[src/rtl/pool_rr_scheduler_pkg.sv]
`default_nettype none
// ============================================================================
// Module      : pool_rr_scheduler_pkg
// Description : Shared constants for the sum-pool round-robin scheduler:
//               FSM state encoding and the Q8.8 sample width.
// Revision    : 1.0 - initial release
// ============================================================================
package pool_rr_scheduler_pkg;

  // Q8.8 fixed-point sample width used on both engine streams
  localparam int DATA_WIDTH_Q88 = 16;

  // Scheduler FSM encoding
  typedef enum logic [1:0] {
    ST_IDLE  = 2'd0,
    ST_START = 2'd1,
    ST_RUN   = 2'd2
  } state_t;

endpackage
`default_nettype wire

[src/rtl/pool_rr_scheduler_rr_pick.sv]
`default_nettype none
// ============================================================================
// Module      : pool_rr_scheduler_rr_pick
// Description : Combinational circular priority pick. Returns the first set
//               request bit at or after i_ptr, wrapping at NUM_REQ, as a
//               one-hot vector plus its index.
// Revision    : 1.0 - initial release
// ============================================================================
module pool_rr_scheduler_rr_pick #(
  parameter  int NUM_REQ  = 4,
  localparam int ID_WIDTH = $clog2(NUM_REQ)
) (
  input  logic [NUM_REQ-1:0]  i_req,
  input  logic [ID_WIDTH-1:0] i_ptr,
  output logic [NUM_REQ-1:0]  o_grant,
  output logic [ID_WIDTH-1:0] o_idx,
  output logic                o_valid
);

  // One extra bit so ptr + offset cannot overflow before the wrap
  logic [ID_WIDTH:0]   w_sum;
  logic [ID_WIDTH-1:0] w_pos;

  // Walk the requesters starting at i_ptr; the first hit wins
  always_comb begin
    o_grant = '0;
    o_idx   = '0;
    o_valid = 1'b0;
    w_sum   = '0;
    w_pos   = '0;
    for (int i = 0; i < NUM_REQ; i++) begin
      w_sum = {1'b0, i_ptr} + (ID_WIDTH+1)'(i);
      if (w_sum >= (ID_WIDTH+1)'(NUM_REQ)) begin
        w_sum = w_sum - (ID_WIDTH+1)'(NUM_REQ);
      end
      w_pos = w_sum[ID_WIDTH-1:0];
      if (!o_valid && i_req[w_pos]) begin
        o_valid        = 1'b1;
        o_grant[w_pos] = 1'b1;
        o_idx          = w_pos;
      end
    end
  end

endmodule
`default_nettype wire

[src/rtl/pool_rr_scheduler.sv]
`default_nettype none
// ============================================================================
// Module      : pool_rr_scheduler
// Description : Round-robin owner arbitration for one shared sum-pool engine.
//               Issues the engine start pulse, muxes the owner's input stream
//               into the engine and routes the result stream back to it.
// Revision    : 1.0 - initial release
// ============================================================================
module pool_rr_scheduler
  import pool_rr_scheduler_pkg::*;
#(
  parameter  int NUM_REQ    = 4,
  parameter  int DATA_WIDTH = DATA_WIDTH_Q88,
  localparam int ID_WIDTH   = $clog2(NUM_REQ)
) (
  input  logic                          clk,
  input  logic                          rst_n,
  input  logic [NUM_REQ-1:0]            i_req,
  output logic [NUM_REQ-1:0]            o_grant,
  input  logic [NUM_REQ*DATA_WIDTH-1:0] i_req_data,
  input  logic [NUM_REQ-1:0]            i_req_valid,
  output logic [NUM_REQ-1:0]            o_req_ready,
  output logic [DATA_WIDTH-1:0]         o_res_data,
  output logic [NUM_REQ-1:0]            o_res_valid,
  input  logic [NUM_REQ-1:0]            i_res_ready,
  output logic [NUM_REQ-1:0]            o_job_done,
  output logic                          o_busy,
  output logic [ID_WIDTH-1:0]           o_cur_id,
  output logic                          o_pool_start,
  output logic [DATA_WIDTH-1:0]         o_pool_data,
  output logic                          o_pool_valid,
  input  logic                          i_pool_ready_in,
  input  logic [DATA_WIDTH-1:0]         i_pool_res,
  input  logic                          i_pool_res_valid,
  output logic                          o_pool_ready_out,
  input  logic                          i_pool_done
);

  state_t              r_state;
  logic [NUM_REQ-1:0]  r_grant;
  logic [ID_WIDTH-1:0] r_cur_id;
  logic [ID_WIDTH-1:0] r_rr_ptr;
  logic                r_busy;
  logic                r_pool_start;

  logic [NUM_REQ-1:0]    w_pick_grant;
  logic [ID_WIDTH-1:0]   w_pick_idx;
  logic                  w_pick_valid;
  logic [ID_WIDTH-1:0]   w_next_ptr;
  logic                  w_run;
  logic [DATA_WIDTH-1:0] w_req_data [NUM_REQ];

  pool_rr_scheduler_rr_pick #(
    .NUM_REQ (NUM_REQ)
  ) u_rr_pick (
    .i_req   (i_req),
    .i_ptr   (r_rr_ptr),
    .o_grant (w_pick_grant),
    .o_idx   (w_pick_idx),
    .o_valid (w_pick_valid)
  );

  // Split the packed sample bus into one lane per requester
  for (genvar k = 0; k < NUM_REQ; k++) begin : g_unpack
    assign w_req_data[k] = i_req_data[k*DATA_WIDTH +: DATA_WIDTH];
  end

  // The served requester drops to lowest priority for the next pick
  assign w_next_ptr = (r_cur_id == ID_WIDTH'(NUM_REQ-1)) ? '0 : r_cur_id + 1'b1;
  assign w_run      = (r_state == ST_RUN);

  // Arbitration FSM: pick in IDLE, pulse start, hold ownership until done
  always_ff @(posedge clk or negedge rst_n) begin
    if (!rst_n) begin
      r_state      <= ST_IDLE;
      r_grant      <= '0;
      r_cur_id     <= '0;
      r_rr_ptr     <= '0;
      r_busy       <= 1'b0;
      r_pool_start <= 1'b0;
    end else begin
      case (r_state)
        ST_IDLE: begin
          if (w_pick_valid) begin
            r_grant      <= w_pick_grant;
            r_cur_id     <= w_pick_idx;
            r_busy       <= 1'b1;
            r_pool_start <= 1'b1;
            r_state      <= ST_START;
          end
        end
        ST_START: begin
          r_pool_start <= 1'b0;
          r_state      <= ST_RUN;
        end
        ST_RUN: begin
          if (i_pool_done) begin
            r_grant  <= '0;
            r_busy   <= 1'b0;
            r_rr_ptr <= w_next_ptr;
            r_state  <= ST_IDLE;
          end
        end
        default: begin
          r_grant      <= '0;
          r_busy       <= 1'b0;
          r_pool_start <= 1'b0;
          r_state      <= ST_IDLE;
        end
      endcase
    end
  end

  // Per-requester handshake routing, only the owner sees traffic in RUN
  always_comb begin
    o_req_ready = '0;
    o_res_valid = '0;
    o_job_done  = '0;
    if (w_run) begin
      o_req_ready[r_cur_id] = i_pool_ready_in;
      o_res_valid[r_cur_id] = i_pool_res_valid;
      o_job_done[r_cur_id]  = i_pool_done;
    end
  end

  assign o_pool_data      = w_run ? w_req_data[r_cur_id] : '0;
  assign o_pool_valid     = w_run & i_req_valid[r_cur_id];
  assign o_pool_ready_out = w_run & i_res_ready[r_cur_id];
  assign o_res_data       = w_run ? i_pool_res : '0;

  assign o_grant      = r_grant;
  assign o_cur_id     = r_cur_id;
  assign o_busy       = r_busy;
  assign o_pool_start = r_pool_start;

  // Ownership is at most one requester, and present exactly outside IDLE
  a_grant_onehot: assert property (@(posedge clk) disable iff (!rst_n)
    $onehot0(r_grant));
  a_grant_state: assert property (@(posedge clk) disable iff (!rst_n)
    ((r_grant != '0) == (r_state != ST_IDLE)));

endmodule
`default_nettype wire

[config.mk]
export PLATFORM = sky130hd
export DESIGN_NAME = pool_rr_scheduler
export DESIGN_NICKNAME = d
export VERILOG_FILES = /design/src/rtl/pool_rr_scheduler_pkg.sv /design/src/rtl/pool_rr_scheduler_rr_pick.sv /design/src/rtl/pool_rr_scheduler.sv
export SDC_FILE = /design/constraint.sdc
export NUM_CORES = 1
export LEC_CHECK = 0
export ABC_AREA = 1
export CAP_MARGIN = 10
export CORE_MARGIN = 2
export CORE_UTILIZATION = 36
export CTS_BUF_LIST = sky130_fd_sc_hd__clkbuf_16
export CTS_CLUSTER_SIZE = 25
export DETAILED_ROUTE_END_ITERATION = 10
export HOLD_SLACK_MARGIN = 0.02
export PLACE_DENSITY = 0.89
export SKIP_CTS_REPAIR_TIMING = 1
export SLEW_MARGIN = 20
export SYNTH_ARGS = -nofsm -noshare
export SYNTH_HDL_FRONTEND = slang
export SYNTH_SLANG_ARGS = --single-unit
export TNS_END_PERCENT = 20
[constraint.sdc]
create_clock -name clk -period 4.1 [get_ports clk]
set_input_delay 0.41 -clock clk [delete_from_list [all_inputs] [get_ports clk]]
set_output_delay 0.41 -clock clk [all_outputs]
set_load 0.01 [all_outputs]
After elaboration in Yosys (flattened, before gate mapping):

Index checks and enable logic that the tools add are counted.

* flip-flop bits (word level): 12
* output and inout port bits: 54
* logic and storage cells: 119

* add/sub/neg operators: 8
* magnitude comparators: 15
* equality and inequality tests: 5
* mux-type cells: 57
* bitwise logic cells: 11
* reductions and logical operators: 17

Operators by type and width (count)
* 16-bit 2-to-1 mux: 4
* 4-bit 2-to-1 mux: 9
* 16-bit binary-select mux with 2-bit select: 1
* 2-bit 2-to-1 mux: 11
* 1-bit 2-to-1 mux: 17
* 2-bit by 3-bit less-than comparator with 1-bit output, second input constant: 5
* 4-bit bitwise AND: 3
* 1-bit binary-select mux with 2-bit select: 6
* 3-bit >= comparator, second input constant: 4
* 4-bit OR: 3
* 4-bit case mux with 3 select lines: 1
* 1-bit demux with 2-bit select: 5
* 2-bit by 1-bit >= comparator with 1-bit output, second input constant: 5
* 1-bit logical AND: 8
* 2-bit AND reduction: 4
* 2-bit by 1-bit subtractor with 2-bit output, second input constant: 4
* 2-bit by 2-bit adder with 3-bit output, second input constant: 2
* 2-bit case mux with 3 select lines: 1
* 2-bit equality test, second input constant: 2
* 2-bit by 1-bit adder with 3-bit output, second input constant: 1
* 2-bit by 3-bit >= comparator with 1-bit output, second input constant: 1
* 1-bit zero test: 3
* 2-bit inverter with 3-bit output: 1
* 1-bit case mux with 3 select lines: 1
* other kinds (9): 11

Logic depth before layout (Yosys ltp):

* depth after elaboration: 16
* mapped depth: 12
* depth with buffers taken out: 11

By module:

From an unflattened synthesis, not the netlist that was laid out.

* cells, all modules: 403
* area total of the unflattened synthesis: 2088.3 sq um

By module, submodules not included
* pool_rr_scheduler: instances 1, cells an instance 329, area each 1647.8 sq um
* pool_rr_scheduler_rr_pick: instances 1, cells an instance 74, area each 440.4 sq um

Worst setup path after synthesis:

OpenSTA, ideal clock, no wires.

* kind: flip-flop to output port
* start: reg r_cur_id[0] (netlist: o_cur_id[0])
* end: out o_job_done[0]
* arrival time: 1.411 ns
* setup slack: 2.279 ns
* stages on the path, launching flop included: 7
* buffers on the path: 2
* path through: dfrtp_1 inv_2 clkbuf_1 clkbuf_1 ha_1 inv_1 nor2_1

* cells in the longest elaborated chain, start to end: 6

RTL lines
* from (decl): RTL line pool_rr_scheduler.sv:41 `logic [ID_WIDTH-1:0] r_cur_id;`
* from (signal assigned): RTL line pool_rr_scheduler.sv:86 `r_cur_id <= w_pick_idx;`
* 2-bit by 3-bit less-than comparator with 1-bit output (implied by the code) / 2-bit by 1-bit >= comparator with 1-bit output (equally long branches): RTL line pool_rr_scheduler.sv:122 `o_job_done[r_cur_id] = i_pool_done;`
* 1-bit logical AND (implied by the code): RTL line pool_rr_scheduler.sv:122
* 1-bit 2-to-1 mux (implied by the code): RTL line pool_rr_scheduler.sv:122
* 1-bit demux with 2-bit select *: RTL line pool_rr_scheduler.sv:122
* 4-bit bitwise AND (no source line) *
* 4-bit 2-to-1 mux *: RTL line pool_rr_scheduler.sv:119 `if (w_run) begin`
* to (decl): RTL line pool_rr_scheduler.sv:26 `output logic [NUM_REQ-1:0] o_job_done,`

Every way passes the cells marked *; elsewhere a longest branch is shown, timed or not.

Worst setup path in the final report:

* start: reg r_state[0]
* end: out o_job_done[2]

* cells in the longest elaborated chain, start to end: 2

RTL lines
* from (decl): RTL line pool_rr_scheduler.sv:39 `state_t r_state;`
* from (signal assigned): RTL line pool_rr_scheduler.sv:75 `r_state <= ST_IDLE;`
* from (signal assigned): RTL line pool_rr_scheduler.sv:89 `r_state <= ST_START;`
* from (signal assigned): RTL line pool_rr_scheduler.sv:94 `r_state <= ST_RUN;`
* 2-bit equality test: RTL line pool_rr_scheduler.sv:70 `assign w_run = (r_state == ST_RUN);`
* 4-bit 2-to-1 mux: RTL line pool_rr_scheduler.sv:119

Every way passes these cells.

==> impl_metrics.yaml <==
clocking:
  cts_buffers: 3
  clk_pin_slew_ns: 0.05
  cts_tree: "built"
  cts-htree-levels: 1
  clock_path_buffers: 2
  root_buffer: "clkbuf_16"
  insertion_delay_ns: 0.24
  clock-sinks: 12
synthesis:
  syn-cell-area_mm2: 0.00182
  syn-num-nets: 433
  ys.warnings.count: 0
  synth-xor-area-share_pct: 0
  yosys-top-cells-count: "nor2_1 (106), o21ai_0 (39), nand2_1 (33)"
  synth_compound_area_share_pct: 20.3
  synth_edf_count: 0
  yosysTopAreaCellShare_pct: 21.9
  synth_area_leader_cell: "nor2_1"
  synthArstFlopShare_pct: 100
  avgSynthCellArea_um2: 5.59
  seq_area_frac_synth_pct: 16.5
  synth_area_leaders: "nor2_1 (22%), dfrtp_1 (17%), o21ai_0 (11%)"
  yosysUniqueCellTypes: 24
  synthCells: 325
  synth_simple_gate_area_share_pct: 43.1
  synth_ff_type: "dfrtp_1"
  synth_mux_area_share_pct: 0
  synth_most_common_cell: "nor2_1"
  postSynthRegisterBits: 12
  synth_fa_ha_area_share_pct: 7.58
  synth_top_family_by_area: "simple AND/OR/NAND/NOR gates"
floorplan:
  dieArea_mm2: 0.00563
  initial_utilization_pct: 37.9
  rows: 25
  coreArea_mm2: 0.00479
  die_width_um: 75.0
  io_pins: 151
  die_h_um: 75.0
hold_path:
  worstHoldStart: "o_busy"
  hold_end: "o_busy"
  hp-class: "reg2reg"
  hold_path_depth: 2
setup_path:
  r2r_cells: 11
  critPathMaxFanout: 35
  crit_cells: 6
  crit_arrival_ns: 2.24
  r2r-end: "o_cur_id[0]"
  r2r_setup_slack_ns: 1.89
  slowest_delay_ns: 0.55
  crit_top_cell: "nor2_1"
  path_buf_inv: 3
  critPathTopFamily: "buffers and inverters"
  cp-end-kind: "output pin"
  slowest_stage: "clkdlybuf4s50_1"
  rr_startpoint: "r_rr_ptr[0]"
  required_ns: 3.69
  crit_chain: "nor2_1 > inv_2 > nor2_1 > inv_2 > nor2_1 > clkdlybuf4s50_1"
  startpoint_type: "register"
  worstSetupPathType: "reg2out"
drt:
  ant_nets: 0
  via_count: 2580
  vias_per_cell: 4.85
  drtIter0Drc: 70
  wirelength_mm: 7.34
  drc: 0
  drt_pass1_iterations: 4
  wire_per_inst_um: 13.8
sta:
  rsz0062_at_grt: "no"
  period_share_pct: 64.7
  tns_ns: 0
  finalCriticalPeriod_ns: 2.65
  worst_pin_slew_ns: 0.663
  slew_headroom_pct: 55.3
  fmax_ghz: 0.377
  clock_skew_ns: 0.00276
  finalMaxSlewViolations: 0
  hold_violations: 0
  hold_ws_ns: 0.491
  setup_viol: 0
placement:
  io_buffers: 150
  dp_hpwl_mm: 5.75
  globalplace.congestion: 0.912
flow_run:
  drv_cap: 0
global_route:
  met3_usage_pct: 6.29
  grt_antenna_before_repair: 0
  overflow: 0
  grt_pass1_vias: 2262
  grt_max_degree: 41
  gr-usage-met1_pct: 28.7
  grt_usage_pct: 23.7
  use_met2_pct: 41.1
  grt_pass1_wl_mm: 10.5
  grt_busiest_layer: "met2"
power:
  p_per_area_mw_per_mm2: 589
  power_mw: 2.01
  peakVddDrop_v: 0.000431
  p_leak_nw: 1.50
layout:
  fin_nets: 574
  syn_to_final_growth_pct: 88.0
  antenna_cells: 0
  layout-drive-gt1-share_pct: 6.45
  nFillCells: 388
run_status:
  status: "completed"
-- sequential cells by signal, summed over array words and instances, names as in the netlist --
name and count:
o_busy 1, o_cur_id 2, o_grant 4, o_pool_start 1
r_rr_ptr 2, r_state 2
-- placed cells by master, fill, tap and decap left out, types with 3 or more instances in the layout --
cell	instances
clkdlybuf4s50_1	150
nor2_1	106
o21ai_0	39
nand2_1	33
inv_1	29
a21oi_1	23
nand3_1	19
dfrtp_1	12
ha_1	11
nand2_2	10
inv_2	6
nand4_1	5
a21boi_0	4
clkbuf_16	3
-- area by class of cell --
class	count	area (µm²)	area share [%]
timing repair buffer	152	1520	44.4
clock buffer	3	75.1	2.20
tap	67	83.8	2.46
clock inverter	1	3.75	0.110
sequential	12	300	8.80
multi-input combinational	260	1290	37.7
inverter	37	146	4.29
-- where the power goes --
| group | total (mW) | internal [mW] | switching (mW) | leakage [nW] |
|---|---|---|---|---|
| combinational | 1.59 | 0.682 | 0.913 | 1.32 |
| sequential | 0.232 | 0.170 | 0.0625 | 0.150 |
| clock | 0.185 | 0.129 | 0.0558 | 0.0385 |
-- logic make-up after synthesis --
family	after synthesis
and+or+nand+nor	179
AOI/OAI and AO/OA	70
buffers and inverters	53
DFF	12
adders and majority gates	11
-- worst register-to-register path: stages (launching register included) --
cell and delay, ns:
dfrtp_1 0.70, inv_8 0.09, ha_1 0.38, inv_1 0.11
nand2_1 0.09, nand2_2 0.06, nor2_4 0.23, nand3_2 0.13
nand2_4 0.13, inv_2 0.05, nand3_1 0.07, nand2_1 0.05
-- layer usage --
layer	routed length, µm	vias up
met5	0	-
met4	193	0
met3	678	19
met2	3600	101
met1	2870	1142
li1	-	1318
-- metrics by stage --
stage / area, µm² / worst slack (ns) / std cells / utilization (%)
floorplan: 1820 / 2.28 / 325 / -
global placement: 3330 / 1.79 / 528 / 69.7
detailed placement: 3330 / 1.70 / 528 / 69.7
CTS: 3410 / 1.45 / 532 / 71.3
global route: 3410 / 1.21 / 532 / 71.3
finish: 3410 / 1.45 / 532 / 71.3
-- worst max path at each step --
stage	startpoint	to
floorplan	o_cur_id[0]	o_job_done[0]
global placement	r_state[0]	o_job_done[2]
detailed placement	r_state[0]	o_job_done[2]
CTS	r_state[0]	o_job_done[2]
global route	r_state[0]	o_job_done[2]
finish	r_state[0]	o_job_done[2]
(Power assumes the default switching activity.)
